File: src/rtl/seg_scan.sv
// Four-digit multiplexed 7-segment scanner with per-slot blanking, per-digit enable and blink.
// Segment/anode outputs are registered from next-state values; inputs are captured once per frame.
module seg_scan #(
   parameter int REFRESH_DIV  = 100000,
   parameter int BLANK_CYCLES = 1000
) (
   input  logic       Clk100M,
   input  logic       reset_n,
   input  logic [7:0] seg0,
   input  logic [7:0] seg1,
   input  logic [7:0] seg2,
   input  logic [7:0] seg3,
   input  logic [3:0] digit_en,
   input  logic [3:0] blink_en,
   input  logic       blink_in,
   output logic [7:0] seg,
   output logic [3:0] an,
   output logic       frame_done
);

   localparam int            CW        = (REFRESH_DIV > 1) ? $clog2(REFRESH_DIV) : 1;
   localparam logic [CW-1:0] CNT_MAX   = CW'(REFRESH_DIV - 1);
   localparam logic [CW-1:0] BLANK_LIM = CW'(BLANK_CYCLES);

   localparam logic [0:0] BLANK = 1'b0;
   localparam logic [0:0] DRIVE = 1'b1;

   logic [CW-1:0] cnt_q, cnt_d;
   logic [1:0]    idx_q, idx_d;
   logic [0:0]    state_q, state_d;
   logic [31:0]   pat_q, pat_d;
   logic [3:0]    en_q, en_d;
   logic          blink_s1_q, blink_s2_q;
   logic [7:0]    seg_q, seg_d;
   logic [3:0]    an_q, an_d;
   logic          fd_q, fd_d;
   logic          wrap, snap, dark;

   always_comb begin
      wrap  = (cnt_q == CNT_MAX);
      snap  = wrap && (idx_q == 2'd3);
      cnt_d = wrap ? '0 : cnt_q + 1'b1;
      idx_d = wrap ? idx_q + 2'd1 : idx_q;

      state_d = state_q;
      if (wrap)
         state_d = BLANK;
      else if (state_q == BLANK && cnt_d == BLANK_LIM)
         state_d = DRIVE;

      pat_d = pat_q;
      en_d  = en_q;
      if (snap) begin
         pat_d = {seg3, seg2, seg1, seg0};
         en_d  = digit_en;
      end
      fd_d = snap;

      // Outputs are built from the next-cycle view so they line up with cnt_q/idx_q.
      dark  = !en_d[idx_d] || (blink_en[idx_d] && blink_s2_q);
      seg_d = 8'hFF;
      an_d  = 4'hF;
      if (state_d == DRIVE && !dark) begin
         seg_d = pat_d[{idx_d, 3'b000} +: 8];
         an_d  = ~(4'b0001 << idx_d);
      end
   end

   always_ff @(posedge Clk100M or negedge reset_n) begin
      if (!reset_n) begin
         cnt_q      <= '0;
         idx_q      <= 2'd0;
         state_q    <= BLANK;
         pat_q      <= 32'hFFFF_FFFF;
         en_q       <= 4'b0000;
         blink_s1_q <= 1'b0;
         blink_s2_q <= 1'b0;
         seg_q      <= 8'hFF;
         an_q       <= 4'hF;
         fd_q       <= 1'b0;
      end else begin
         cnt_q      <= cnt_d;
         idx_q      <= idx_d;
         state_q    <= state_d;
         pat_q      <= pat_d;
         en_q       <= en_d;
         blink_s1_q <= blink_in;
         blink_s2_q <= blink_s1_q;
         seg_q      <= seg_d;
         an_q       <= an_d;
         fd_q       <= fd_d;
      end
   end

   assign seg        = seg_q;
   assign an         = an_q;
   assign frame_done = fd_q;

endmodule

File: config.mk
export PLATFORM = sky130hd
export DESIGN_NAME = seg_scan
export DESIGN_NICKNAME = d
export VERILOG_FILES = /design/src/rtl/seg_scan.sv
export SDC_FILE = /design/constraint.sdc
export NUM_CORES = 1
export LEC_CHECK = 0
export BUFFER_PORTS_ARGS = -buffer_cell sky130_fd_sc_hd__buf_2
export CAP_MARGIN = 10
export CORE_UTILIZATION = 50
export DETAILED_ROUTE_END_ITERATION = 6
export GPL_TIMING_DRIVEN = 1
export PLACE_DENSITY = 0.81
export SETUP_SLACK_MARGIN = 0.2
export SLEW_MARGIN = 15
export SYNTH_ARGS = -nofsm -noshare
export SYNTH_HDL_FRONTEND = slang
export SYNTH_SLANG_ARGS = --single-unit
File: constraint.sdc
create_clock -name Clk100M -period 2.9 [get_ports Clk100M]
set_input_delay 0.58 -clock Clk100M [delete_from_list [all_inputs] [get_ports Clk100M]]
set_output_delay 0.58 -clock Clk100M [all_outputs]
set_load 0.01 [all_outputs]
# Word level (Yosys, flattened, before mapping)
# Index checks and enable logic that the tools add are counted.
# W data, S select, Z words.
dict set report classes {
  n_reduce_logical 7
  eq_ne 3
  magnitude_cmp 1
  shift 2
  n_bitwise 2
  n_mux 12
  addsub 2
}
# cell count
set ops {}
lappend ops {{$mux W32} 1}
lappend ops {{$shiftx A32 B6 Y8} 1}
lappend ops {{$add A17 B1 Y17 const B} 1}
lappend ops {{$eq A17 B10 Y1 const B} 1}
lappend ops {{$eq A17 B17 Y1 const B} 1}
lappend ops {{$mux W17} 1}
lappend ops {{$mux W4} 2}
lappend ops {{$mux W8} 1}
lappend ops {{$bmux W1 S2} 2}
lappend ops {{$logic_and A1 B1 Y1} 4}
lappend ops {{$mux W1} 4}
lappend ops {{$not A4 Y4} 1}
lappend ops {{$shl A1 B2 Y4 const A} 1}
lappend ops {{$lt A2 B3 Y1 const B} 1}
lappend ops {{$add A2 B1 Y2 const B} 1}
lappend ops {{$eq A2 B2 Y1 const B} 1}
lappend ops {{$logic_not A1 Y1} 2}
lappend ops {{$mux W2} 1}
lappend ops {{$logic_or A1 B1 Y1} 1}
lappend ops {{$not A1 Y1} 1}
dict set report totals {
  register_bits 71
  inputBits 43
  elab_cells 39
  out_inout_bits 13
}

# Logic depth before layout (Yosys ltp)
dict set report depth {
  depth_word 10
  mapped_depth 10
  mapped_depth_nobuf 8
}

# Least setup slack after synthesis
# Ideal clock, no wire load.
dict set report synth_timing {
  path_kind {register to register}
  startpoint {register cnt_q[0]}
  endpoint {register seg_q[1] (netlist: seg[1])}
  setup_slack_ns 0.324
  required_ns 2.799
  synth_period_minus_slack_ns 2.576
  t_arrival_ns 2.475
  n_path_buf 0
  setup_time_ns 0.101
  path_stages_with_launch 9
  cell_sequence {dfrtp_1 > ha_1 > nand4_1 > nor4_4 > mux2_2 > a211oi_1 > nand4_2 > a211oi_4 > nand4_1}
}
dict set report synth_via {
  elab_chain_len 10
  elab_cells_between_ends 22
  cone_classes {1 x add/sub; 2 x eq/ne; 1 x shift; 11 x mux; 7 x reduce/logical}
}
# element line_no
set synth_lines {}
lappend synth_lines {{start, declared} 28} ;# logic [CW-1:0] cnt_q, cnt_d;
lappend synth_lines {{start signal, assigned} 82} ;# cnt_q <= cnt_d;
lappend synth_lines {{parallel branches: the longest is 9 deep, another holds $add A17 B1 Y17} --}
lappend synth_lines {{$mux W8 (*)} 63} ;# if (state_d == DRIVE && !dark) begin
lappend synth_lines {{named net seg_d[1]} 34} ;# logic [7:0] seg_q, seg_d;
lappend synth_lines {{end signal, assigned} 89} ;# seg_q <= seg_d;
lappend synth_lines {{end, declared} 34}
# Mark *: on every way through the listed nets, which the timed path passes. The select of a mux whose other input is x is not followed.

# Final worst setup path
dict set report layout_timing {
  startpoint {register cnt_q[15]}
  endpoint {register seg_q[6] (netlist: seg[6])}
}
dict set report layout_via {
  elab_chain_len 10
  elab_cells_between_ends 22
  cone_classes {1 x add/sub; 2 x eq/ne; 1 x shift; 11 x mux; 7 x reduce/logical}
}
# element line_no
set layout_lines {}
lappend layout_lines {{$eq A17 B17 Y1} 40} ;# wrap = (cnt_q == CNT_MAX);
lappend layout_lines {{$logic_and A1 B1 Y1} 41} ;# snap = wrap && (idx_q == 2'd3);
lappend layout_lines {{$mux W4} 53} ;# if (snap) begin
lappend layout_lines {{named net en_d[0]} 32} ;# logic [3:0] en_q, en_d;
lappend layout_lines {{$bmux W1 S2} 60} ;# dark = !en_d[idx_d] || (blink_en[idx_d] && blink_s2_q);
lappend layout_lines {{$mux W1 (not written as such)} 60}
lappend layout_lines {{$logic_not A1 Y1} 60}
lappend layout_lines {{$logic_or A1 B1 Y1} 60}
lappend layout_lines {{$logic_not A1 Y1} 63}
lappend layout_lines {{$logic_and A1 B1 Y1} 63}
lappend layout_lines {{$mux W8} 63}
lappend layout_lines {{named net seg_d[6]} 34}
# The timed path passes the listed nets, and every way through them passes these cells. The select of a mux whose other input is x is not followed.

==> summary.md <==
| Metric | Value |
|---|---|
| Die area | `8270 sq um` |
| Cts bufs inserted | `9` |
| Maxcap violations | `0` |
| Final min period | `2.58 ns` |
| Clock net sink count | `71` |
| Routed Antenna Nets | `0` |
| Htree depth | `3` |
| Synth unique cells | `59` |
| Startpoint class of the critical path | `flop` |
| Post-DP HPWL | `6080 um` |
| Top Family by Delay on Critical Path | `simple AND/OR/NAND/NOR gates` |
| Synth Cell Area | `3950 sq um` |
| Crit path kind | `reg2reg` |
| WL per Instance | `17.3 um` |
| Async SR Flop Fraction | `100%` |
| Clock root cell | `clkbuf_8` |
| Global route overflow | `0` |
| Vias/cell | `5.79` |
| Critical-path top delay cell | `dfrtp_1` |
| Endpoints failing hold | `0` |
| Vias in the first global route | `2861` |
| Synth Flop Type | `dfstp_2` |
| Worst slew pin tran | `0.615 ns` |
| VDD IR-drop max | `0.000320 V` |
| Critical path startpoint | `cnt_q[15]$_DFF_PN0_` |
| Fmax | `388 MHz` |
| Post-synth EDFFs | `0` |
| IO Pins | `56` |
| Die H | `90.9 um` |
| Total power | `1870 uW` |
| Status | `complete, no violations` |
| Area share of the largest cell type after synthesis | `29.2%` |
| First-pass GRT wire length | `14100 um` |
| Synth area leader | `dfstp_2` |
| Max FO, Critical Path | `10` |
| FILL cells | `628` |
| Layout Nets | `445` |
| Sequential share of power | `53.2%` |
| Initial antenna violation count | `0` |
| Synth top area cells | `dfstp_2, dfrtp_1, mux2_2, mux4_2, mux2i_1` |
| Comb power frac | `3.5%` |
| Vias | `2933` |
| Starting density of the core | `51.4%` |
| Internal | `1450 uW` |
| Clock buffer depth | `2` |
| Slew Limit Fails | `0` |
| CP bufs+invs | `1` |
| Psw | `425 uW` |
| Footprint of the multi-input gates | `2000 sq um` |
| Gpl congestion | `0.897` |
| CP peak stage delay | `0.41 ns` |
| Leakage dissipation | `0.00198 uW` |
| # hold bufs at CTS | `0` |
| Sw Share | `22.7%` |
| Reg clk slew, reported paths | `0.07 ns` |
| Fin Setup TNS | `0 ns` |
| Tcrit/Tclk final | `88.8%` |
| HP Class | `in2async` |
| Synth Net Count | `375` |
| Die W | `90.9 um` |
| Slew margin rel. | `58.8%` |
| CTS tree | `yes` |
| Power density over the cells | `400 nW/um^2` |
| Reg-to-reg startpoint | `cnt_q[15]$_DFF_PN0_` |
| Req. time, crit path | `3.19 ns` |
| Critical path, cell by cell | `nor4bb_4, nand4_2, nor3_4, buf_12, mux2_2, a221oi_2, a21oi_4, nand3_1` |
| Area Overhead vs Synth | `18.4%` |
| Ratio of cells with drive above 1 in the final layout | `50.1%` |
| Final setup viols | `0` |
| Flop and latch count out of synthesis | `71` |
| Worst-Skew Late Latency | `0.36 ns` |
| Routed Wire Length | `8770 um` |
| CP arrival | `2.87 ns` |
| Clock share of power | `43.3%` |
| Clock Skew | `0.00565 ns` |
| Sequential cell area fraction in the yosys report | `46.3%` |
| Storage cell area | `1840 sq um` |
| DRC viols | `0` |
| # diodes | `0` |
| Syn Inst Count | `330` |
| First-pass iteration count of the detailed router | `4` |
| Core ar. | `7690 sq um` |
| Pin count of the biggest net entering global routing | `72` |
| Number of port buffers | `55` |
| Gr usage total | `22.2%` |
| RSZ-0062 raised after global routing | `false` |
| Synth Area per Inst | `12.0 sq um` |
| Row count | `32` |
| Critical path capture point type | `flop` |
| YS warnings | `0` |
| DRT iter0 DRCs | `209` |
[routing by layer]
layer	global-route usage, %	wire, um	vias up
met3	5.30	479	14
met1	30.0	3920	1467
met5	0	0	-
li1	-	-	1361
met2	34.4	4230	91
met4	8.86	135	0
[power by group through the flow]
stage | clock (uW) | combinational (uW) | sequential [uW]
finish | 811 | 66.1 | 995
global route | 862 | 74.6 | 995
CTS | 828 | 67.0 | 995
detailed placement | 0 | 66.9 | 1010
global placement | 0 | 65.2 | 1010
floorplan | 0 | 8.14 | 1010
[cell usage in the layout (no fill, tap or decap), types with 11 or more instances in the layout]
master and n:
buf_2 55, nand2_1 18, nand3_1 13, dfrtp_1 24, mux2_2 32, mux4_2 11
mux2i_1 14, dfstp_2 44, buf_4 19, nor2_1 16, a21oi_1 13
[kinds of logic (layout without fill, tap and decap cells)]
| group | Yosys count | count (layout) | share of synthesized area (%) |
|---|---|---|---|
| AO/OA/AOI/OAI | 54 | 54 | 9.94 |
| XOR/XNOR | 17 | 17 | 3.77 |
| adder cells (fa/ha/maj) | 2 | 2 | 0.633 |
| buffers and inverters | 28 | 103 | 3.58 |
| flip-flops | 71 | 71 | 46.3 |
| multiplexers | 59 | 59 | 19.9 |
| AND/OR/NAND/NOR | 99 | 99 | 15.9 |
[flip-flops by register name, indices dropped and copies added, names as in the netlist, 2 cells and up]
| name | cells |
|---|---|
| an | 4 |
| seg | 8 |
| idx_q | 2 |
| cnt_q | 17 |
| pat_q | 32 |
| en_q | 4 |
[synth_stat cells, types with 2 or more instances]
cell type / count
dfstp_2: 44
mux2_2: 32
dfrtp_1: 27
nand2_1: 18
nor2_1: 16
mux2i_1: 14
a21oi_1: 13
nand3_1: 13
mux4_2: 11
o21ai_0: 10
inv_1: 9
nand4_1: 9
xnor2_1: 9
xor2_1: 8
and2_1: 6
clkbuf_1: 6
a2bb2oi_1: 5
and3_1: 5
and4_1: 5
buf_2: 5
o22a_1: 5
a22oi_1: 4
buf_4: 4
nor2b_1: 4
nand4_2: 3
nor3_1: 3
a22o_1: 2
a31oi_1: 2
buf_6: 2
ha_1: 2
nand2b_1: 2
nand3_2: 2
nor4_2: 2
o21a_1: 2
o22ai_1: 2
[final timing paths]
check                                        to  slack [ns]  cells past startpoint
max reg2reg                    seg[6]$_DFF_PN1_        0.32                      8
min reg2reg                blink_s2_q$_DFF_PN0_        0.35                      0
min in group Clk100M       blink_s1_q$_DFF_PN0_        0.33                      1
min                         cnt_q[15]$_DFF_PN0_        0.24                      2
max in group asynchronous   pat_q[30]$_DFF_PN1_        2.32                      2
max                            seg[6]$_DFF_PN1_        0.32                      8
[cell type report]
| class | count | area share [%] |
|---|---|---|
| clock inverter | 4 | 1.15 |
| timing repair buffer | 77 | 10.3 |
| inverter | 10 | 0.802 |
| sequential | 71 | 39.2 |
| multi-input combinational | 231 | 42.7 |
| tap | 102 | 2.73 |
| clock buffer | 12 | 3.10 |
[timing repair]
action	4_1_cts	5_1_grt
endpoints found under the hold margin	0	0
gates resized for setup	1	5
endpoints found under the setup margin	11	11
setup buffers	1	9
pin swaps	1	4
cloned	0	1
[metrics by stage]
stage / util (%) / area, sq um / std cells / hold slack [ns] / worst slack, ns
6_report: 60.9 / 4680 / 507 / 0.242 / 0.324
5_1_grt: 60.9 / 4680 / 507 / 0.269 / 0.180
4_1_cts: 59.4 / 4570 / 497 / 0.248 / 0.217
3_5_place_dp: 56.7 / 4360 / 480 / 0.340 / 0.0465
3_3_place_gp: 56.7 / 4360 / 480 / 0.333 / 0.137
2_1_floorplan: - / 3950 / 330 / 0.284 / 0.324
[worst register-to-register path: stages (launching register included)]
cell	delay [ns]
dfrtp_1	0.41
nor4bb_4	0.40
nand4_2	0.20
nor3_4	0.33
buf_12	0.18
mux2_2	0.37
a221oi_2	0.36
a21oi_4	0.16
nand3_1	0.11
No activity file was read; power rests on OpenSTA's default activity.
